$ cat src/rtl/mem_arbiter_if.sv
// Request/response bundle between fetch, LSU, the arbiter and the unified memory port.
// Latency: none (wires only).
// Backpressure: ready/valid on requests; responses are in order and cannot be stalled.
// Ports: inst_* fetch request/response, data_* LSU request/response, mem_* memory port.
// slave = arbiter view, master = view of the surrounding requesters and memory.
interface mem_arbiter_if #(
    parameter int Xlen = 64
);
    logic              inst_valid_i;
    logic              inst_ready_o;
    logic [Xlen-1:0]   inst_addr_i;
    logic [Xlen-1:0]   inst_rdata_o;
    logic              inst_rvalid_o;

    logic              data_valid_i;
    logic              data_ready_o;
    logic [Xlen-1:0]   data_addr_i;
    logic              data_we_i;
    logic [Xlen-1:0]   data_wdata_i;
    logic [Xlen/8-1:0] data_wstrb_i;
    logic [Xlen-1:0]   data_rdata_o;
    logic              data_rvalid_o;

    logic              mem_valid_o;
    logic              mem_ready_i;
    logic [Xlen-1:0]   mem_addr_o;
    logic              mem_we_o;
    logic [Xlen-1:0]   mem_wdata_o;
    logic [Xlen/8-1:0] mem_wstrb_o;
    logic [Xlen-1:0]   mem_rdata_i;
    logic              mem_rvalid_i;

    modport slave (
        input  inst_valid_i, inst_addr_i,
        input  data_valid_i, data_addr_i, data_we_i, data_wdata_i, data_wstrb_i,
        input  mem_ready_i, mem_rdata_i, mem_rvalid_i,
        output inst_ready_o, inst_rdata_o, inst_rvalid_o,
        output data_ready_o, data_rdata_o, data_rvalid_o,
        output mem_valid_o, mem_addr_o, mem_we_o, mem_wdata_o, mem_wstrb_o
    );

    modport master (
        output inst_valid_i, inst_addr_i,
        output data_valid_i, data_addr_i, data_we_i, data_wdata_i, data_wstrb_i,
        output mem_ready_i, mem_rdata_i, mem_rvalid_i,
        input  inst_ready_o, inst_rdata_o, inst_rvalid_o,
        input  data_ready_o, data_rdata_o, data_rvalid_o,
        input  mem_valid_o, mem_addr_o, mem_we_o, mem_wdata_o, mem_wstrb_o
    );
endinterface

$ cat src/rtl/mem_arbiter.sv
// Shares one pipelined memory port between fetch and LSU; routes in-order responses back by owner.
// Latency: zero added cycles on request and response paths (pure mux/route).
// Backpressure: winner ready = issue_ok && mem_ready_i; loser ready 0; no issue while owner queue full.
// Ports: clk_i, rst_i (sync active-high), bus (mem_arbiter_if.slave), err_o (sticky orphan-response flag).
module mem_arbiter #(
    parameter int OutstandingLog2 = 2,
    parameter int MaxDataStreak   = 4
) (
    input  logic            clk_i,
    input  logic            rst_i,
    mem_arbiter_if.slave    bus,
    output logic            err_o
);
    localparam int Depth   = 1 << OutstandingLog2;
    localparam int StreakW = $clog2(MaxDataStreak + 1);
    localparam logic [OutstandingLog2:0] DepthC     = (OutstandingLog2 + 1)'(Depth);
    localparam logic [StreakW-1:0]       StreakMaxC = StreakW'(MaxDataStreak);

    logic [OutstandingLog2:0]   cnt_q, cnt_d;
    logic [OutstandingLog2-1:0] wr_q, wr_d, rd_q, rd_d;
    logic [Depth-1:0]           owner_q, owner_d;   // 1 = LSU owns the entry
    logic [StreakW-1:0]         streak_q, streak_d;
    logic                       err_q, err_d;

    logic issue_ok, q_empty, streak_full;
    logic grant_data, grant_inst, mem_valid, mem_hs, pop, head_owner;

    // Full queue blocks issue outright; a response arriving this cycle does not
    // free a slot until next cycle, keeping mem_rvalid_i off the request path.
    assign issue_ok    = !rst_i && (cnt_q < DepthC);
    assign q_empty     = (cnt_q == '0);
    assign streak_full = (streak_q == StreakMaxC);

    // LSU wins by default; fetch wins once after MaxDataStreak back-to-back LSU grants.
    assign grant_data = bus.data_valid_i && !(bus.inst_valid_i && streak_full);
    assign grant_inst = bus.inst_valid_i && !grant_data;
    assign mem_valid  = issue_ok && (bus.inst_valid_i || bus.data_valid_i);
    assign mem_hs     = mem_valid && bus.mem_ready_i;

    assign bus.mem_valid_o  = mem_valid;
    assign bus.mem_addr_o   = grant_data ? bus.data_addr_i : bus.inst_addr_i;
    assign bus.mem_we_o     = grant_data && bus.data_we_i;
    assign bus.mem_wdata_o  = bus.data_wdata_i;
    assign bus.mem_wstrb_o  = grant_data ? bus.data_wstrb_i : '0;
    assign bus.inst_ready_o = issue_ok && bus.mem_ready_i && grant_inst;
    assign bus.data_ready_o = issue_ok && bus.mem_ready_i && grant_data;

    assign pop        = !rst_i && bus.mem_rvalid_i && !q_empty;
    assign head_owner = owner_q[rd_q];

    assign bus.inst_rvalid_o = pop && !head_owner;
    assign bus.data_rvalid_o = pop && head_owner;
    assign bus.inst_rdata_o  = bus.mem_rdata_i;
    assign bus.data_rdata_o  = bus.mem_rdata_i;
    assign err_o             = err_q;

    always_comb begin
        cnt_d    = cnt_q;
        wr_d     = wr_q;
        rd_d     = rd_q;
        owner_d  = owner_q;
        streak_d = streak_q;
        err_d    = err_q;

        if (mem_hs && !pop) begin
            cnt_d = cnt_q + 1'b1;
        end else if (!mem_hs && pop) begin
            cnt_d = cnt_q - 1'b1;
        end
        if (mem_hs) begin
            owner_d[wr_q] = grant_data;
            wr_d          = wr_q + 1'b1;
        end
        if (pop) begin
            rd_d = rd_q + 1'b1;
        end

        // Streak only counts LSU grants that actually made fetch wait.
        if (!bus.inst_valid_i || (mem_hs && grant_inst)) begin
            streak_d = '0;
        end else if (mem_hs && grant_data && !streak_full) begin
            streak_d = streak_q + 1'b1;
        end

        if (bus.mem_rvalid_i && q_empty) begin
            err_d = 1'b1;
        end
    end

    always_ff @(posedge clk_i) begin
        if (rst_i) begin
            cnt_q    <= '0;
            wr_q     <= '0;
            rd_q     <= '0;
            owner_q  <= '0;
            streak_q <= '0;
            err_q    <= 1'b0;
        end else begin
            cnt_q    <= cnt_d;
            wr_q     <= wr_d;
            rd_q     <= rd_d;
            owner_q  <= owner_d;
            streak_q <= streak_d;
            err_q    <= err_d;
        end
    end
endmodule

$ cat src/flat_wrapper.sv
// flat-port wrapper written by rule: the top's interface ports become plain ports
module mem_arbiter_flat 
#(
    parameter int OutstandingLog2 = 2,
    parameter int MaxDataStreak   = 4
)
  (clk_i, rst_i, err_o, bus_inst_valid_i, bus_inst_addr_i, bus_data_valid_i, bus_data_addr_i, bus_data_we_i, bus_data_wdata_i, bus_data_wstrb_i, bus_mem_ready_i, bus_mem_rdata_i, bus_mem_rvalid_i, bus_inst_ready_o, bus_inst_rdata_o, bus_inst_rvalid_o, bus_data_ready_o, bus_data_rdata_o, bus_data_rvalid_o, bus_mem_valid_o, bus_mem_addr_o, bus_mem_we_o, bus_mem_wdata_o, bus_mem_wstrb_o);
  mem_arbiter_if #(.Xlen(64)) bus_i ();
  input  logic clk_i;
  input  logic rst_i;
  output logic err_o;
  input wire logic [$bits(bus_i.inst_valid_i)-1:0] bus_inst_valid_i;
  input wire logic [$bits(bus_i.inst_addr_i)-1:0] bus_inst_addr_i;
  input wire logic [$bits(bus_i.data_valid_i)-1:0] bus_data_valid_i;
  input wire logic [$bits(bus_i.data_addr_i)-1:0] bus_data_addr_i;
  input wire logic [$bits(bus_i.data_we_i)-1:0] bus_data_we_i;
  input wire logic [$bits(bus_i.data_wdata_i)-1:0] bus_data_wdata_i;
  input wire logic [$bits(bus_i.data_wstrb_i)-1:0] bus_data_wstrb_i;
  input wire logic [$bits(bus_i.mem_ready_i)-1:0] bus_mem_ready_i;
  input wire logic [$bits(bus_i.mem_rdata_i)-1:0] bus_mem_rdata_i;
  input wire logic [$bits(bus_i.mem_rvalid_i)-1:0] bus_mem_rvalid_i;
  output wire logic [$bits(bus_i.inst_ready_o)-1:0] bus_inst_ready_o;
  output wire logic [$bits(bus_i.inst_rdata_o)-1:0] bus_inst_rdata_o;
  output wire logic [$bits(bus_i.inst_rvalid_o)-1:0] bus_inst_rvalid_o;
  output wire logic [$bits(bus_i.data_ready_o)-1:0] bus_data_ready_o;
  output wire logic [$bits(bus_i.data_rdata_o)-1:0] bus_data_rdata_o;
  output wire logic [$bits(bus_i.data_rvalid_o)-1:0] bus_data_rvalid_o;
  output wire logic [$bits(bus_i.mem_valid_o)-1:0] bus_mem_valid_o;
  output wire logic [$bits(bus_i.mem_addr_o)-1:0] bus_mem_addr_o;
  output wire logic [$bits(bus_i.mem_we_o)-1:0] bus_mem_we_o;
  output wire logic [$bits(bus_i.mem_wdata_o)-1:0] bus_mem_wdata_o;
  output wire logic [$bits(bus_i.mem_wstrb_o)-1:0] bus_mem_wstrb_o;
  assign bus_i.inst_valid_i = bus_inst_valid_i;
  assign bus_i.inst_addr_i = bus_inst_addr_i;
  assign bus_i.data_valid_i = bus_data_valid_i;
  assign bus_i.data_addr_i = bus_data_addr_i;
  assign bus_i.data_we_i = bus_data_we_i;
  assign bus_i.data_wdata_i = bus_data_wdata_i;
  assign bus_i.data_wstrb_i = bus_data_wstrb_i;
  assign bus_i.mem_ready_i = bus_mem_ready_i;
  assign bus_i.mem_rdata_i = bus_mem_rdata_i;
  assign bus_i.mem_rvalid_i = bus_mem_rvalid_i;
  assign bus_inst_ready_o = bus_i.inst_ready_o;
  assign bus_inst_rdata_o = bus_i.inst_rdata_o;
  assign bus_inst_rvalid_o = bus_i.inst_rvalid_o;
  assign bus_data_ready_o = bus_i.data_ready_o;
  assign bus_data_rdata_o = bus_i.data_rdata_o;
  assign bus_data_rvalid_o = bus_i.data_rvalid_o;
  assign bus_mem_valid_o = bus_i.mem_valid_o;
  assign bus_mem_addr_o = bus_i.mem_addr_o;
  assign bus_mem_we_o = bus_i.mem_we_o;
  assign bus_mem_wdata_o = bus_i.mem_wdata_o;
  assign bus_mem_wstrb_o = bus_i.mem_wstrb_o;
  mem_arbiter #(.OutstandingLog2(OutstandingLog2), .MaxDataStreak(MaxDataStreak)) u_core (.clk_i(clk_i), .rst_i(rst_i), .bus(bus_i), .err_o(err_o));
endmodule
$ cat config.mk
export PLATFORM = sky130hd
export DESIGN_NAME = mem_arbiter_flat
export DESIGN_NICKNAME = d
export VERILOG_FILES = /design/src/rtl/mem_arbiter_if.sv /design/src/rtl/mem_arbiter.sv /design/src/flat_wrapper.sv
export SDC_FILE = /design/constraint.sdc
export NUM_CORES = 1
export LEC_CHECK = 0
export CORE_AREA = 5 5 208 210
export CTS_CLUSTER_SIZE = 20
export DETAILED_ROUTE_END_ITERATION = 10
export DIE_AREA = 0 0 213 215
export PLACE_DENSITY = 0.39
export SYNTH_ARGS = -nofsm -noshare
export SYNTH_HDL_FRONTEND = slang
export SYNTH_SLANG_ARGS = --single-unit
$ cat constraint.sdc
create_clock -name clk_i -period 3 [get_ports clk_i]
set_input_delay 0.6 -clock clk_i [delete_from_list [all_inputs] [get_ports clk_i]]
set_output_delay 0.6 -clock clk_i [all_outputs]
set_load 0.01 [all_outputs]
== Word level (Yosys, flattened, before mapping) ==
Index checks and enable logic that the tools add are counted.

* Magnitude comparators: 4
* Multiplexer cells: 9
* Equality and inequality tests: 1
* Add/sub/neg operators: 5
* Reductions and logical operators: 35

{| class="wikitable"
|+ Operator list
! operator !! number
|-
| two-way mux 64 bit || 1
|-
| logical AND 1 bit || 21
|-
| zero test 1 bit || 9
|-
| two-way mux 8 bit || 1
|-
| adder 3 x 1 -> 3 bit, second input constant || 2
|-
| less-than comparator 2 x 3 -> 1 bit, second input constant || 2
|-
| two-way mux 3 bit || 2
|-
| adder 2 x 1 -> 2 bit, second input constant || 2
|-
| bitwise mux 4 bit || 1
|-
| equality test 3 bit, second input constant || 1
|-
| zero test 3 bit || 1
|-
| less-than comparator 3 bit, second input constant || 1
|-
| subtractor 3 x 1 -> 3 bit, second input constant || 1
|-
| binary-select mux 1 bit (select 2 bit) || 1
|-
| demux 1 bit (select 2 bit) || 1
|-
| >= comparator 2 x 1 -> 1 bit, second input constant || 1
|-
| logical OR 1 bit || 2
|-
| two-way mux 1 bit || 2
|-
| nonzero test 2 bit || 1
|-
| OR reduction 2 bit || 1
|}

* Flip-flop bits (word level): 15
* Input port bits: 271
* Logic and storage cells: 60

== Depth between registers and ports, before layout ==
Gate-level depths: netlist of the first run.

* Depth in word-level cells: 9
* Mapped depth: 9
* Depth with buffers taken out: 8

== Least setup slack after synthesis of the first run ==
No wires, ideal clock.

* Path type: input to register
* Start: input port rst_i
* End: register u_core.cnt_q[2]
* Path slack: 502 ps
* Stages: 9
* Library setup time: 71 ps
* Arrival: 2428 ps
* Path through: buf_2 -> or3b_1 -> nor2_1 -> ha_1 -> inv_1 -> fa_1 -> xor2_1 -> or3_1 -> a21oi_1

* Word-level cells in the longest chain between the ends: 7
* Elaborated cells between the ends (all ways): 12
* Those cells by class: mux: 1; reduce/logical: 11

{| class="wikitable"
|+ Ends and longest elaborated chain
! element !! RTL line !! text
|-
| start: declaration || flat_wrapper.sv:10 || <nowiki>input logic rst_i;</nowiki>
|-
| zero test 1 bit * || mem_arbiter.sv:30 || <nowiki>assign issue_ok = !rst_i && (cnt_q < DepthC);</nowiki>
|-
| logical AND 1 bit * || mem_arbiter.sv:30 ||
|-
| logical AND 1 bit * || mem_arbiter.sv:37 || <nowiki>assign mem_valid = issue_ok && (bus.inst_valid_i || bus.data_valid_i);</nowiki>
|-
| logical AND 1 bit * || mem_arbiter.sv:38 || <nowiki>assign mem_hs = mem_valid && bus.mem_ready_i;</nowiki>
|-
| net u_core.mem_hs || mem_arbiter.sv:26 || <nowiki>logic grant_data, grant_inst, mem_valid, mem_hs, pop, head_owner;</nowiki>
|-
| zero test 1 bit || mem_arbiter.sv:67 || <nowiki>end else if (!mem_hs && pop) begin</nowiki>
|-
| logical AND 1 bit || mem_arbiter.sv:67 ||
|-
| nonzero test 2 bit (no line) || n/a ||
|-
| end signal: assignment || mem_arbiter.sv:99 || <nowiki>cnt_q <= cnt_d;</nowiki>
|-
| end: declaration || mem_arbiter.sv:19 || <nowiki>logic [OutstandingLog2:0] cnt_q, cnt_d;</nowiki>
|}

Mark *: on every way through the listed nets, which the timed path passes. The rest lies on a longest branch.
A chain may end at the register's enable or synchronous reset.

== Final worst setup path of the first run ==
* Start: input port rst_i
* End: output port bus_data_rvalid_o

* Word-level cells in the longest chain between the ends: 4

{| class="wikitable"
|+ Ends and longest elaborated chain
! element !! RTL line !! text
|-
| zero test 1 bit || mem_arbiter.sv:48 || <nowiki>assign pop = !rst_i && bus.mem_rvalid_i && !q_empty;</nowiki>
|-
| logical AND 1 bit (2 in a row) || mem_arbiter.sv:48 ||
|-
| logical AND 1 bit || mem_arbiter.sv:52 || <nowiki>assign bus.data_rvalid_o = pop && head_owner;</nowiki>
|-
| end: declaration || flat_wrapper.sv:27 || <nowiki>output wire logic [$bits(bus_i.data_rvalid_o)-1:0] bus_data_rvalid_o;</nowiki>
|}

Every way passes these cells.

==> metrics.md, run 1 <==
| Metric | Value |
|---|---|
| Most frequent cells after synthesis | `buf_4, mux2_4, dfxtp_1, mux2_2, o21ai_0` |
| DP Wirelength | `between 10 and 15 mm` |
| Final wirelength | `between 10 and 15 mm` |
| Final setup vio count | `0` |
| Cells after Synth | `around 370` |
| Cell variety after synth | `36` |
| RR Startpoint | `u_core.cnt_q[0]` |
| Fin util | `0.119` |
| Final routed DRC violation total | `0` |
| Initial antenna violation count | `0` |
| Hold_sp | `u_core.owner_q[1]` |
| Initial drt markers | `between 60 and 70` |
| Skew final | `a little over 6 ps` |
| Final net count | `about 700` |
| Arr. time, crit path | `~2300 ps` |
| Top-count cell post-synth | `buf_4` |
| FILL cells | `about 4,800` |
| Vias in the first global route | `between 2,000 and 3,000` |
| EDFF count, synth | `0` |
| CTS Sinks | `15` |
| Minimum clock period | `2920 ps` |
| Final Cell Area | `between 0.004 and 0.005 mm²` |
| Ys Warns | `0` |
| Starting density of the core | `0.0822` |
| Area growth syn-to-layout | `45.2%` |
| Async set-or-reset flop fraction in the synthesized netlist | `0` |
| Global-route wire length before repair | `roughly 17 mm` |
| Final Cycle Share | `0.975` |
| GRT overflow | `0` |
| Biggest area consumer among synthesized cells | `buf_4` |
| Worst-path clk slew | `50 ps` |
| Mapped Nets | `650` |
| Critical Path Start Type | `primary input` |
| Max Freq | `342 MHz` |
| Routed WL per cell | `approximately 13 µm` |
| I/O pin cnt | `~540` |
| Top_reg_cell synth | `dfxtp_1` |
| Final GP Congestion | `about 0.7` |
| # diodes | `0` |
| ANT nets after route | `0` |
| Pre-CTS setup slack | `-90.9 ps` |
| Standby leakage power | `1.96 nW` |
| Critical-path maximum fanout | `3` |
| # port buffers | `221` |
| Cts bufs inserted | `3` |
| Synth area leaders | `buf_4, mux2_4, dfxtp_1` |
| Worst EP required | `approximately 2400 ps` |
| TritonCTS clock tree | `done` |
| Clock Tree Root | `clkbuf_16` |
| Critical path startpoint | `rst_i` |
| Worst rel slew slack | `0.605` |
| Worst hold margin | `478 ps` |
| Fin. Hold Viols | `0` |
| Row Count | `75` |
| Max Cap Violations | `0` |
| Share of cells above drive strength 1 | `0.243` |
| Clk_lat worst skew | `240 ps` |
| Synth top area share | `0.426` |
| Pre-antenna DRT Iters | `4` |
| Mean Syn Cell Area | `around 9.2 µm²` |
| #FFs+latches synth | `15` |
| Sequential fraction of the synthesis area | `0.0883` |
| DIE AREA | `about 0.046 mm²` |
| Via-to-Cell Ratio | `around 2.7` |
| Vias | `2,549` |
| Max VDD drop | `between 200 and 250 µV` |
| Max Root-Sink Buffers | `2` |
| RSZ-0062 raised after global routing | `false` |
| PnR worst setup slack | `about 76 ps` |
| Die H | `roughly 220 µm` |
| Status | `complete, no violations` |
| Total track usage | `0.0467` |
| Crit path kind | `in2out` |
| Crit end category | `primary output` |
| Fin. max-slew vios | `0` |
| H-tree depth | `1` |
| Placed cell area | `~0.005 mm²` |
| Core ar. | `about 0.041 mm²` |
| Min-delay worst type | `reg2reg` |
| Power Dens Cells | `237 mW/mm²` |
| Actual slew at the worst max-slew pin | `between 500 and 600 ps` |
| Largest net degree at the start of global routing | `23` |
| Horiz. Die Dim | `about 210 µm` |
| Cell Area, Synth | `about 0.0034 mm²` |
-- where the power goes --
group	internal [W]	total (W)	switching (W)
combinational	0.000428	0.000659	0.000230
sequential	0.000225	0.000253	0.0000278
clock	0.000178	0.000260	0.0000821
-- repair_timing --
| action | CTS | global route |
|---|---|---|
| hold buffers | 0 | 0 |
| setup endpoints to repair | 62 | 2 |
| pin swaps | 0 | 0 |
| resized for setup | 64 | 1 |
| setup buffers | 1 | 0 |
-- logic make-up after synthesis --
| kind of cell | after synthesis | synth area share |
|---|---|---|
| xor+xnor | 2 | 0.00515 |
| flops | 15 | 0.0883 |
| buf+inv | 211 | 0.478 |
| mux | 67 | 0.278 |
| fa+ha+maj | 8 | 0.0316 |
| compound gates | 25 | 0.0383 |
| simple gates | 43 | 0.0805 |
-- metal layers --
metal,track usage,up-vias,share of wire
li1,-,1133,-
met1,0.0475,1054,0.34
met2,0.0628,312,0.39
met3,0.0459,46,0.22
met4,0.0188,4,0.038
met5,0.0194,-,0.0060
-- placed cells by master, fill, tap and decap left out, types with 2 or more instances in the layout --
cell type,synthesis,layout
or3b_1,2,2
mux2_4,49,49
and3_1,9,9
a21oi_1,11,11
nand4_1,4,4
nand3_1,4,4
xor2_1,2,2
buf_4,193,26
or3_1,2,2
nor2_1,7,7
dlygate4sd2_1,0,64
mux2_2,15,15
clkbuf_16,0,3
buf_12,6,3
nand2_1,2,2
clkdlybuf4s50_1,0,156
o21ai_0,12,12
ha_1,7,7
nor3b_1,2,2
nor3_1,2,2
dfxtp_1,15,15
mux2i_1,2,2
inv_1,5,5
-- area by class of cell --
type	count	area (µm²)	area share
timing repair buffer	250	2390	0.484
multi-input combinational	145	1480	0.299
tap	539	674	0.137
sequential	15	300	0.0608
clock buffer	3	75.1	0.0152
inverter	5	18.8	0.00380
clock inverter	1	5.00	0.00101
-- final timing paths --
check,slack [ps],cells past startpoint,end
max,80,5,bus_data_rvalid_o
min,480,2,u_core.owner_q[1]
max reg2reg,580,9,u_core.cnt_q[2]
min reg2reg,480,2,u_core.owner_q[1]
-- per-stage QoR --
stage / TNS, ps / cells / power, W
after floorplan: 0 / 371 / 0.000816
after global placement: -3100 / 953 / 0.000975
after detailed placement: -3720 / 953 / 0.000974
after CTS: 0 / 958 / 0.00119
after global routing: 0 / 958 / 0.00124
final: 0 / 958 / 0.00117
-- flip-flops by register name (all words and copies together) (netlist names) --
name / cells
u_core.wr_q: 2
u_core.rd_q: 2
u_core.cnt_q: 3
u_core.owner_q: 4
u_core.err_o: 1
u_core.streak_q: 3
-- critical path: stages --
cell and delay, ps:
clkdlybuf4s50_1 430, buf_4 150, or3b_1 440, nor2b_1 140, clkdlybuf4s50_1 570
(Power assumes the default switching activity.)
==> run 2, diff against run 1 <==
HOLD_SLACK_MARGIN = 0.15   (was default)
==> results of run 2 <==
Final layout, timing and power as in run 1 (identical DEF).
